### src/rtl/iter_divider_if.sv
// Operand/result bundle for iter_divider. Signal names follow the vendor divider
// cores so the multiply/divide bridge can be rewired without renaming.
interface iter_divider_if #(
  parameter int WIDTH = 32
);
  logic                 s_axis_divisor_tvalid;
  logic [WIDTH-1:0]     s_axis_divisor_tdata;
  logic                 s_axis_dividend_tvalid;
  logic [WIDTH-1:0]     s_axis_dividend_tdata;
  logic                 s_signed;
  logic                 busy;
  logic                 m_axis_dout_tvalid;
  logic [2*WIDTH-1:0]   m_axis_dout_tdata;

  modport master (
    output s_axis_divisor_tvalid, s_axis_divisor_tdata,
    output s_axis_dividend_tvalid, s_axis_dividend_tdata,
    output s_signed,
    input  busy, m_axis_dout_tvalid, m_axis_dout_tdata
  );

  modport slave (
    input  s_axis_divisor_tvalid, s_axis_divisor_tdata,
    input  s_axis_dividend_tvalid, s_axis_dividend_tdata,
    input  s_signed,
    output busy, m_axis_dout_tvalid, m_axis_dout_tdata
  );
endinterface

### src/rtl/iter_divider.sv
// Radix-2 restoring divider, signed or unsigned, fixed latency WIDTH+2 cycles.
// Result packing: {quotient, remainder}; divide-by-zero returns {all ones, raw dividend}.
module iter_divider #(
  parameter int WIDTH = 32
) (
  input  logic          aclk,
  input  logic          aresetn,
  iter_divider_if.slave bus
);

  localparam int CW = (WIDTH > 1) ? $clog2(WIDTH) : 1;

  typedef enum logic [1:0] {
    S_IDLE = 2'd0,
    S_PREP = 2'd1,
    S_ITER = 2'd2,
    S_FIX  = 2'd3
  } state_t;

  state_t               state_q, state_d;
  logic [WIDTH-1:0]     a_q, a_d;
  logic [WIDTH-1:0]     b_q, b_d;
  logic                 signed_q, signed_d;
  logic [WIDTH-1:0]     quo_q, quo_d;
  logic [WIDTH-1:0]     rem_q, rem_d;
  logic [WIDTH-1:0]     div_q, div_d;
  logic                 qneg_q, qneg_d;
  logic                 rneg_q, rneg_d;
  logic                 bzero_q, bzero_d;
  logic [CW-1:0]        count_q, count_d;
  logic                 tvalid_q, tvalid_d;
  logic [2*WIDTH-1:0]   tdata_q, tdata_d;

  logic                 accept;
  logic [WIDTH:0]       shift_rem;
  logic                 trial_ok;
  logic [WIDTH-1:0]     step_rem;
  logic [WIDTH-1:0]     step_quo;
  logic [WIDTH-1:0]     fin_quo;
  logic [WIDTH-1:0]     fin_rem;
  logic [2*WIDTH-1:0]   result;

  assign accept = bus.s_axis_divisor_tvalid & bus.s_axis_dividend_tvalid;

  // One restoring step. The shifted remainder needs WIDTH+1 bits because |B|
  // may be as large as 2^WIDTH-1; after a successful subtract it fits WIDTH bits again.
  always_comb begin
    shift_rem = {rem_q, quo_q[WIDTH-1]};
    trial_ok  = (shift_rem >= {1'b0, div_q});
    step_rem  = trial_ok ? (shift_rem[WIDTH-1:0] - div_q) : shift_rem[WIDTH-1:0];
    step_quo  = {quo_q[WIDTH-2:0], trial_ok};
    fin_quo   = qneg_q ? -step_quo : step_quo;
    fin_rem   = rneg_q ? -step_rem : step_rem;
    result    = bzero_q ? {{WIDTH{1'b1}}, a_q} : {fin_quo, fin_rem};
  end

  always_comb begin
    state_d  = state_q;
    a_d      = a_q;
    b_d      = b_q;
    signed_d = signed_q;
    quo_d    = quo_q;
    rem_d    = rem_q;
    div_d    = div_q;
    qneg_d   = qneg_q;
    rneg_d   = rneg_q;
    bzero_d  = bzero_q;
    count_d  = count_q;
    tvalid_d = 1'b0;
    tdata_d  = tdata_q;

    unique case (state_q)
      // The result cycle also accepts, which gives back-to-back operation
      // with a fixed WIDTH+2 cycle spacing between results.
      S_IDLE, S_FIX: begin
        if (accept) begin
          a_d      = bus.s_axis_dividend_tdata;
          b_d      = bus.s_axis_divisor_tdata;
          signed_d = bus.s_signed;
          state_d  = S_PREP;
        end else begin
          state_d  = S_IDLE;
        end
      end

      S_PREP: begin
        quo_d   = (signed_q && a_q[WIDTH-1]) ? -a_q : a_q;
        div_d   = (signed_q && b_q[WIDTH-1]) ? -b_q : b_q;
        qneg_d  = signed_q & (a_q[WIDTH-1] ^ b_q[WIDTH-1]);
        rneg_d  = signed_q & a_q[WIDTH-1];
        bzero_d = (b_q == '0);
        rem_d   = '0;
        count_d = '0;
        state_d = S_ITER;
      end

      S_ITER: begin
        rem_d   = step_rem;
        quo_d   = step_quo;
        count_d = count_q + 1'b1;
        // Last step: sign fix and packing happen on the way into the result cycle.
        if (count_q == CW'(WIDTH - 1)) begin
          tvalid_d = 1'b1;
          tdata_d  = result;
          state_d  = S_FIX;
        end
      end

      default: state_d = S_IDLE;
    endcase
  end

  always_ff @(posedge aclk) begin
    if (!aresetn) begin
      state_q  <= S_IDLE;
      a_q      <= '0;
      b_q      <= '0;
      signed_q <= 1'b0;
      quo_q    <= '0;
      rem_q    <= '0;
      div_q    <= '0;
      qneg_q   <= 1'b0;
      rneg_q   <= 1'b0;
      bzero_q  <= 1'b0;
      count_q  <= '0;
      tvalid_q <= 1'b0;
      tdata_q  <= '0;
    end else begin
      state_q  <= state_d;
      a_q      <= a_d;
      b_q      <= b_d;
      signed_q <= signed_d;
      quo_q    <= quo_d;
      rem_q    <= rem_d;
      div_q    <= div_d;
      qneg_q   <= qneg_d;
      rneg_q   <= rneg_d;
      bzero_q  <= bzero_d;
      count_q  <= count_d;
      tvalid_q <= tvalid_d;
      tdata_q  <= tdata_d;
    end
  end

  assign bus.busy               = (state_q != S_IDLE);
  assign bus.m_axis_dout_tvalid = tvalid_q;
  assign bus.m_axis_dout_tdata  = tdata_q;

endmodule

### src/flat_wrapper.sv
// flat-port wrapper written by rule: the top's interface ports become plain ports
module iter_divider_flat 
#(
  parameter int WIDTH = 32
)
  (aclk, aresetn, bus_s_axis_divisor_tvalid, bus_s_axis_divisor_tdata, bus_s_axis_dividend_tvalid, bus_s_axis_dividend_tdata, bus_s_signed, bus_busy, bus_m_axis_dout_tvalid, bus_m_axis_dout_tdata);
  iter_divider_if #(.WIDTH(WIDTH)) bus_i ();
  input  logic aclk;
  input  logic aresetn;
  input wire logic [$bits(bus_i.s_axis_divisor_tvalid)-1:0] bus_s_axis_divisor_tvalid;
  input wire logic [$bits(bus_i.s_axis_divisor_tdata)-1:0] bus_s_axis_divisor_tdata;
  input wire logic [$bits(bus_i.s_axis_dividend_tvalid)-1:0] bus_s_axis_dividend_tvalid;
  input wire logic [$bits(bus_i.s_axis_dividend_tdata)-1:0] bus_s_axis_dividend_tdata;
  input wire logic [$bits(bus_i.s_signed)-1:0] bus_s_signed;
  output wire logic [$bits(bus_i.busy)-1:0] bus_busy;
  output wire logic [$bits(bus_i.m_axis_dout_tvalid)-1:0] bus_m_axis_dout_tvalid;
  output wire logic [$bits(bus_i.m_axis_dout_tdata)-1:0] bus_m_axis_dout_tdata;
  assign bus_i.s_axis_divisor_tvalid = bus_s_axis_divisor_tvalid;
  assign bus_i.s_axis_divisor_tdata = bus_s_axis_divisor_tdata;
  assign bus_i.s_axis_dividend_tvalid = bus_s_axis_dividend_tvalid;
  assign bus_i.s_axis_dividend_tdata = bus_s_axis_dividend_tdata;
  assign bus_i.s_signed = bus_s_signed;
  assign bus_busy = bus_i.busy;
  assign bus_m_axis_dout_tvalid = bus_i.m_axis_dout_tvalid;
  assign bus_m_axis_dout_tdata = bus_i.m_axis_dout_tdata;
  iter_divider #(.WIDTH(WIDTH)) u_core (.aclk(aclk), .aresetn(aresetn), .bus(bus_i));
endmodule
### config.mk
export PLATFORM = sky130hd
export DESIGN_NAME = iter_divider_flat
export DESIGN_NICKNAME = d
export VERILOG_FILES = /design/src/rtl/iter_divider_if.sv /design/src/rtl/iter_divider.sv /design/src/flat_wrapper.sv
export SDC_FILE = /design/constraint.sdc
export NUM_CORES = 1
export LEC_CHECK = 0
export BUFFER_PORTS_ARGS = -buffer_cell sky130_fd_sc_hd__buf_2
export CAP_MARGIN = 30
export CORE_MARGIN = 10
export CORE_UTILIZATION = 31
export DETAILED_ROUTE_END_ITERATION = 7
export PLACE_DENSITY = 0.55
export RECOVER_POWER = 25
export SYNTH_ARGS = -nofsm -noshare
export SYNTH_HDL_FRONTEND = slang
export SYNTH_SLANG_ARGS = --single-unit
### constraint.sdc
create_clock -name aclk -period 4.69 [get_ports aclk]
set_input_delay 0.2345 -clock aclk [delete_from_list [all_inputs] [get_ports aclk]]
set_output_delay 0.2345 -clock aclk [all_outputs]
set_load 0.02 [all_outputs]
* Word-level counts from Yosys, hierarchy flattened
Index checks and enable logic that the tools add are counted.
** Word-level totals
- Register bits after elaboration :: 236
- Input port bits :: 69
- Output and inout bits :: 66
- Word-level logic and storage cells :: 52
** Cells by class
- $add $sub $neg :: 6
- Magnitude comparators :: 1
- Eq/ne operators :: 5
- Muxes and demuxes :: 13
- Bitwise gates (word level) :: 4
- Reduce and logical (&&, ||, !) cells :: 10
** Operators with widths (count)
- $mux W32 :: 5
- $neg A32 Y32 :: 4
- $pmux W32 S2 :: 2
- $mux W64 :: 1
- $ge A33 B32 Y1 :: 1
- $logic_not A32 Y1 :: 1
- $sub A32 B32 Y32 :: 1
- $pmux W5 S2 :: 1
- $pmux W2 S3 :: 1
- $reduce_and A2 Y1 :: 3
- $add A5 B1 Y5 const B :: 1
- $eq A5 B5 Y1 const B :: 1
- $eq A2 B2 Y1 const B :: 2
- $reduce_bool A2 Y1 :: 2
- $and A1 B1 Y1 :: 3
- $eq A2 B1 Y1 const B :: 1
- $logic_and A1 B1 Y1 :: 2
- $logic_not A2 Y1 :: 1
- $mux W1 :: 2
- $mux W2 :: 1
- $ne A2 B1 Y1 const B :: 1
- $reduce_or A2 Y1 :: 1
- $xor A1 B1 Y1 :: 1

* Depth between registers and ports, before layout
- Depth in word-level cells :: 5
- Mapped depth :: 22
- Gate-level depth less buffers :: 18

* Worst setup path after synthesis
Ideal clock, no wire load.
- Path type :: flip-flop to flip-flop
- Start :: reg u_core.div_q[14]
- End :: reg u_core.tdata_q[30], in the netlist u_core.bus.m_axis_dout_tdata[30]
- Library setup time :: 0.132 ns
- Arrival :: 4.519 ns
- Data required time :: 4.558 ns
- Slack :: 0.039 ns
- Cell stages (with the launch flop) :: 23
- Buffers on the path :: 4
- Period minus slack after synthesis :: 4.651 ns
- Path through :: dfxtp_1 inv_1 ha_1 buf_4 nand4_4 or3_4 a2111oi_4 o31ai_4 nand2_4 buf_6 buf_2 clkbuf_1 nor2_1 a21oi_1 ha_1 inv_1 a2111oi_0 o2111ai_1 a221oi_4 nand3_4 o31ai_1 xnor2_1 a21oi_1
** Between the ends
- Cells in the longest elaborated chain, start to end :: 5
- Elaborated cells between the ends (all ways) :: 6
- Classes of those cells :: 2 x add/sub; 1 x order compare; 3 x mux
** Ends and longest elaborated chain
- start: declaration :: RTL line iter_divider.sv:26 : logic [WIDTH-1:0] div_q, div_d;
- start signal: assignment :: RTL line iter_divider.sv:135 : div_q <= div_d;
- $sub A32 B32 Y32 or $ge A33 B32 Y1 (tied branches) :: RTL line iter_divider.sv:50, iter_divider.sv:49
- $mux W32 * :: RTL line iter_divider.sv:50 : step_rem = trial_ok ? (shift_rem[WIDTH-1:0] - div_q) : shift_rem[WIDTH-1:0];
- $neg A32 Y32 :: RTL line iter_divider.sv:53 : fin_rem = rneg_q ? -step_rem : step_rem;
- $mux W32 * :: RTL line iter_divider.sv:53
- $mux W64 * :: RTL line iter_divider.sv:54 : result = bzero_q ? {{WIDTH{1'b1}}, a_q} : {fin_quo, fin_rem};
- end signal: assignment :: RTL line iter_divider.sv:141 : tdata_q <= tdata_d;
- end: declaration :: RTL line iter_divider.sv:32 : logic [2*WIDTH-1:0] tdata_q, tdata_d;
Every way passes the cells marked *; elsewhere a longest branch is shown, timed or not.
A chain may end at the register's enable or synchronous reset.

* Worst setup path after layout
- Start :: reg u_core.div_q[0]
- End :: reg u_core.tdata_q[31], in the netlist u_core.bus.m_axis_dout_tdata[31]
The elaborated chain is that of the path after synthesis.

==> run_results.csv <==
group,metric,value,unit
run_status,status,"finished, violations left",
run_status,violations,"max-capacitance violations, max-slew violations",
route,drt_iter0_markers,1048,
clocking,htree_levels,1,
clocking,clk_latency,580,ps
worst_setup_path,cp-end-kind,"flip-flop",
route,drt-vias-per-instance,5.296,
synthesis,synth.distinct_cells,86,
synthesis,ys_seq_area_frac,0.3304,
synthesis,synthCells,1901,
global_routing,antenna_found_initial,0,
pwr,p_comb_frac,0.515,
synthesis,ys.warnings.count,0,
placement,io_buffers,134,
min_path,min_from,"aresetn",
sta,finalSetupViolations,0,
synthesis,syn_area,14300,um2
floorplanning,dieArea,55110,um2
floorplanning,io-pin-count,135,
worst_setup_path,rr_startpoint,"u_core.div_q[0]",
worst_setup_path,critPathLaunchType,"flip-flop",
layout,multi_input_area,8833,um2
sta,worst_pin_slew,2028,ps
placement,place_inst,2585,
pwr,switchingPower,4.081,mW
route,drtPass1Iterations,5,
layout,final_area,17440,um2
route,remaining_drc_errors,0,
synthesis,yosysTopAreaCell,"dfxtp_1",
synthesis,synth_area_leaders,"dfxtp_1 (33%), a21oi_1 (7.9%), nand2_1 (7.1%)",
synthesis,postSynthAreaPerCell,7.522,um2
sta,tns,0,ps
layout,diodes,0,
layout,final_common_cell,"nand2_1",
global_routing,grt_max_degree,101,
synthesis,yosysTopAreaCellShare,0.3304,
global_routing,gr-total-overflow,0,
pwr,p_seq_frac,0.236,
clocking,cts_inserted_buffers,30,
sta,final-max-slew-violation-count,36,
pwr,power_density,548.3,nW/um2
clocking,clkTransAtPathRegs,60,ps
pwr,ir_worst_vdd,281.8,uV
placement,place_hpwl,36990,um
sta,rsz0062_at_grt,"false",
sta,max_freq,0.2239,GHz
global_routing,grt_pass1_wl,78190,um
layout,finalNonFillerCells,2704,
worst_setup_path,critical_path_class,"reg2reg",
min_path,hp-class,"in2reg",
synthesis,synth_nets,2012,
worst_setup_path,worstPathRequired,5200,ps
synthesis,synth_edf_count,0,
sta,period_share,0.9524,
sta,relSlewSlack,-0.3520,
clocking,cts_tree,"built",
pwr,intPower,5.482,mW
layout,drive_above_1_share,0.1098,
route,drtAntennaViolNets,0,
route,totalWireLength,49540,um
layout,synthToLayoutAreaGrowth,21.98,%
floorplanning,core_area,45480,um2
placement,gp_congestion,0.9111,
worst_setup_path,crit_path_start,"u_core.div_q[0]",
floorplanning,die_height,234.8,um
synthesis,async_flop_share,0,
synthesis,ys_seq_elements,236,
placement,placed_cell_area,15850,um2
clocking,cts-root-buf,"clkbuf_16",
route,vias,14321,
pwr,leakagePower,6.654,nW
worst_setup_path,critical_path.max_fanout,4,
floorplanning,fp.dieW,234.8,um
sta,skew,18.33,ps
clocking,cts_buffer_depth,3,
layout,final_nets,2194,
floorplanning,initial_core_util,0.3144,
run,maxCapViolations,1,
layout,final_cell_mix,"nand2_1 (272), dfxtp_1 (234), a21oi_1 (225)",
layout,nFillCells,4859,
pwr,clockPowerShare,0.249,
global_routing,grt_pass1_vias,13794,
sta,whs,221.1,ps
route,wl_per_cell,18.32,um
sta,final.min_clock_period,4467,ps
worst_setup_path,cp.arrival,4970,ps
global_routing,grtUsageTotal,0.1707,
pwr,swShare,0.4267,
layout,register_area,4727,um2
clocking,clkSinkCount,236,
sta,hold_violations,0,
synthesis,synthFlopType,"dfxtp_1",
floorplanning,placementRows,78,
pwr,p_total,9.564,mW
-- flip-flops by register name, indices dropped and copies added, names as in the netlist, 2 cells and up --
name                          flops
u_core.a_q                       32
u_core.b_q                       32
u_core.bus.m_axis_dout_tdata     64
u_core.count_q                    5
u_core.div_q                     32
u_core.quo_q                     32
u_core.rem_q                     32
u_core.state_q                    2
-- worst max-delay path, stage by stage (launching register included) --
cell and delay, ps:
dfxtp_1 450, ha_1 210, inv_1 60, fa_1 430, a211oi_1 420, o211ai_1 230, a41o_1 320, o211a_1 280
nand2b_1 240, o311ai_0 450, buf_4 190, o211ai_1 120, o31a_1 300, or3_1 390, and2_1 180, o211ai_2 130
-- layer usage --
layer  part of all wire  vias to the layer above  global-route usage
met4              0.027                        0             0.05302
met5                  0                        -                   0
met2               0.45                      398              0.2759
met3              0.052                       75             0.02401
met1               0.47                     6769              0.2299
li1                   -                     7079                   -
-- power groups by stage --
stage | Sequential [mW] | Combinational [mW] | Clock (mW)
finish | 2.26 | 4.93 | 2.38
global route | 2.27 | 5.35 | 2.51
CTS | 2.26 | 4.86 | 2.43
detailed placement | 2.30 | 4.79 | 0
global placement | 2.29 | 4.78 | 0
floorplan | 2.25 | 3.23 | 0
-- area by class of cell --
type | instances | share of cell area
multi-input combinational | 1467 | 0.5065
clock buffer | 42 | 0.04964
timing repair buffer | 274 | 0.1047
inverter | 74 | 0.01636
clock inverter | 11 | 0.008752
tap | 600 | 0.04304
sequential | 236 | 0.2710
-- per-stage QoR --
| stage | util | setup slack (ps) |
|---|---|---|
| floorplan | - | 38.76 |
| global placement | 0.3474 | 182.8 |
| detailed placement | 0.3484 | 217.6 |
| CTS | 0.3851 | 129.9 |
| global route | 0.3835 | 17.65 |
| finish | 0.3835 | 223.3 |
-- cell families (layout without fill, tap and decap cells) --
logic type | after synthesis | count (layout) | synth area share
AND/OR/NAND/NOR | 668 | 668 | 0.2109
AO/OA/AOI/OAI | 579 | 579 | 0.2532
flip-flops | 236 | 236 | 0.3304
buffers and inverters | 198 | 401 | 0.05452
XOR/XNOR | 127 | 127 | 0.07779
multiplexers | 51 | 51 | 0.03588
adder cells (fa/ha/maj) | 42 | 42 | 0.03728
-- final timing paths --
kind                                                          to  slack, ps  depth (start not counted)
worst max-delay path            u_core.bus.m_axis_dout_tdata[31]        220                         15
worst min-delay path                            u_core.quo_q[21]        220                          3
worst max register to register  u_core.bus.m_axis_dout_tdata[31]        220                         15
worst min register to register   u_core.bus.m_axis_dout_tdata[2]        470                          2
-- repair_timing --
item / in CTS / in global routing
hold buffers: 65 / 0
endpoints found under the hold margin: 65 / 0
buffers inserted: 0 / 1
resized for setup: 0 / 4
endpoints found under the setup margin: 0 / 9
-- synth_stat cells, drive strengths merged, types with 7 or more instances --
master  count
nand2b      8
xnor2      56
nor3       25
and2       16
dfxtp     236
inv        73
o21ai     137
or3        24
a21oi     227
o211ai     26
nor2      204
ha         41
o31ai      28
nand3      34
nand2     273
and3       10
a31oi      16
clkbuf    102
o21a        9
nand3b      7
a311oi      7
a22oi       8
a211oi     32
a21o       17
buf        22
mux2i      49
nor4       23
o41ai      11
xor2       71
or4        11
nand4      13
No activity file was read; power rests on OpenSTA's default activity.
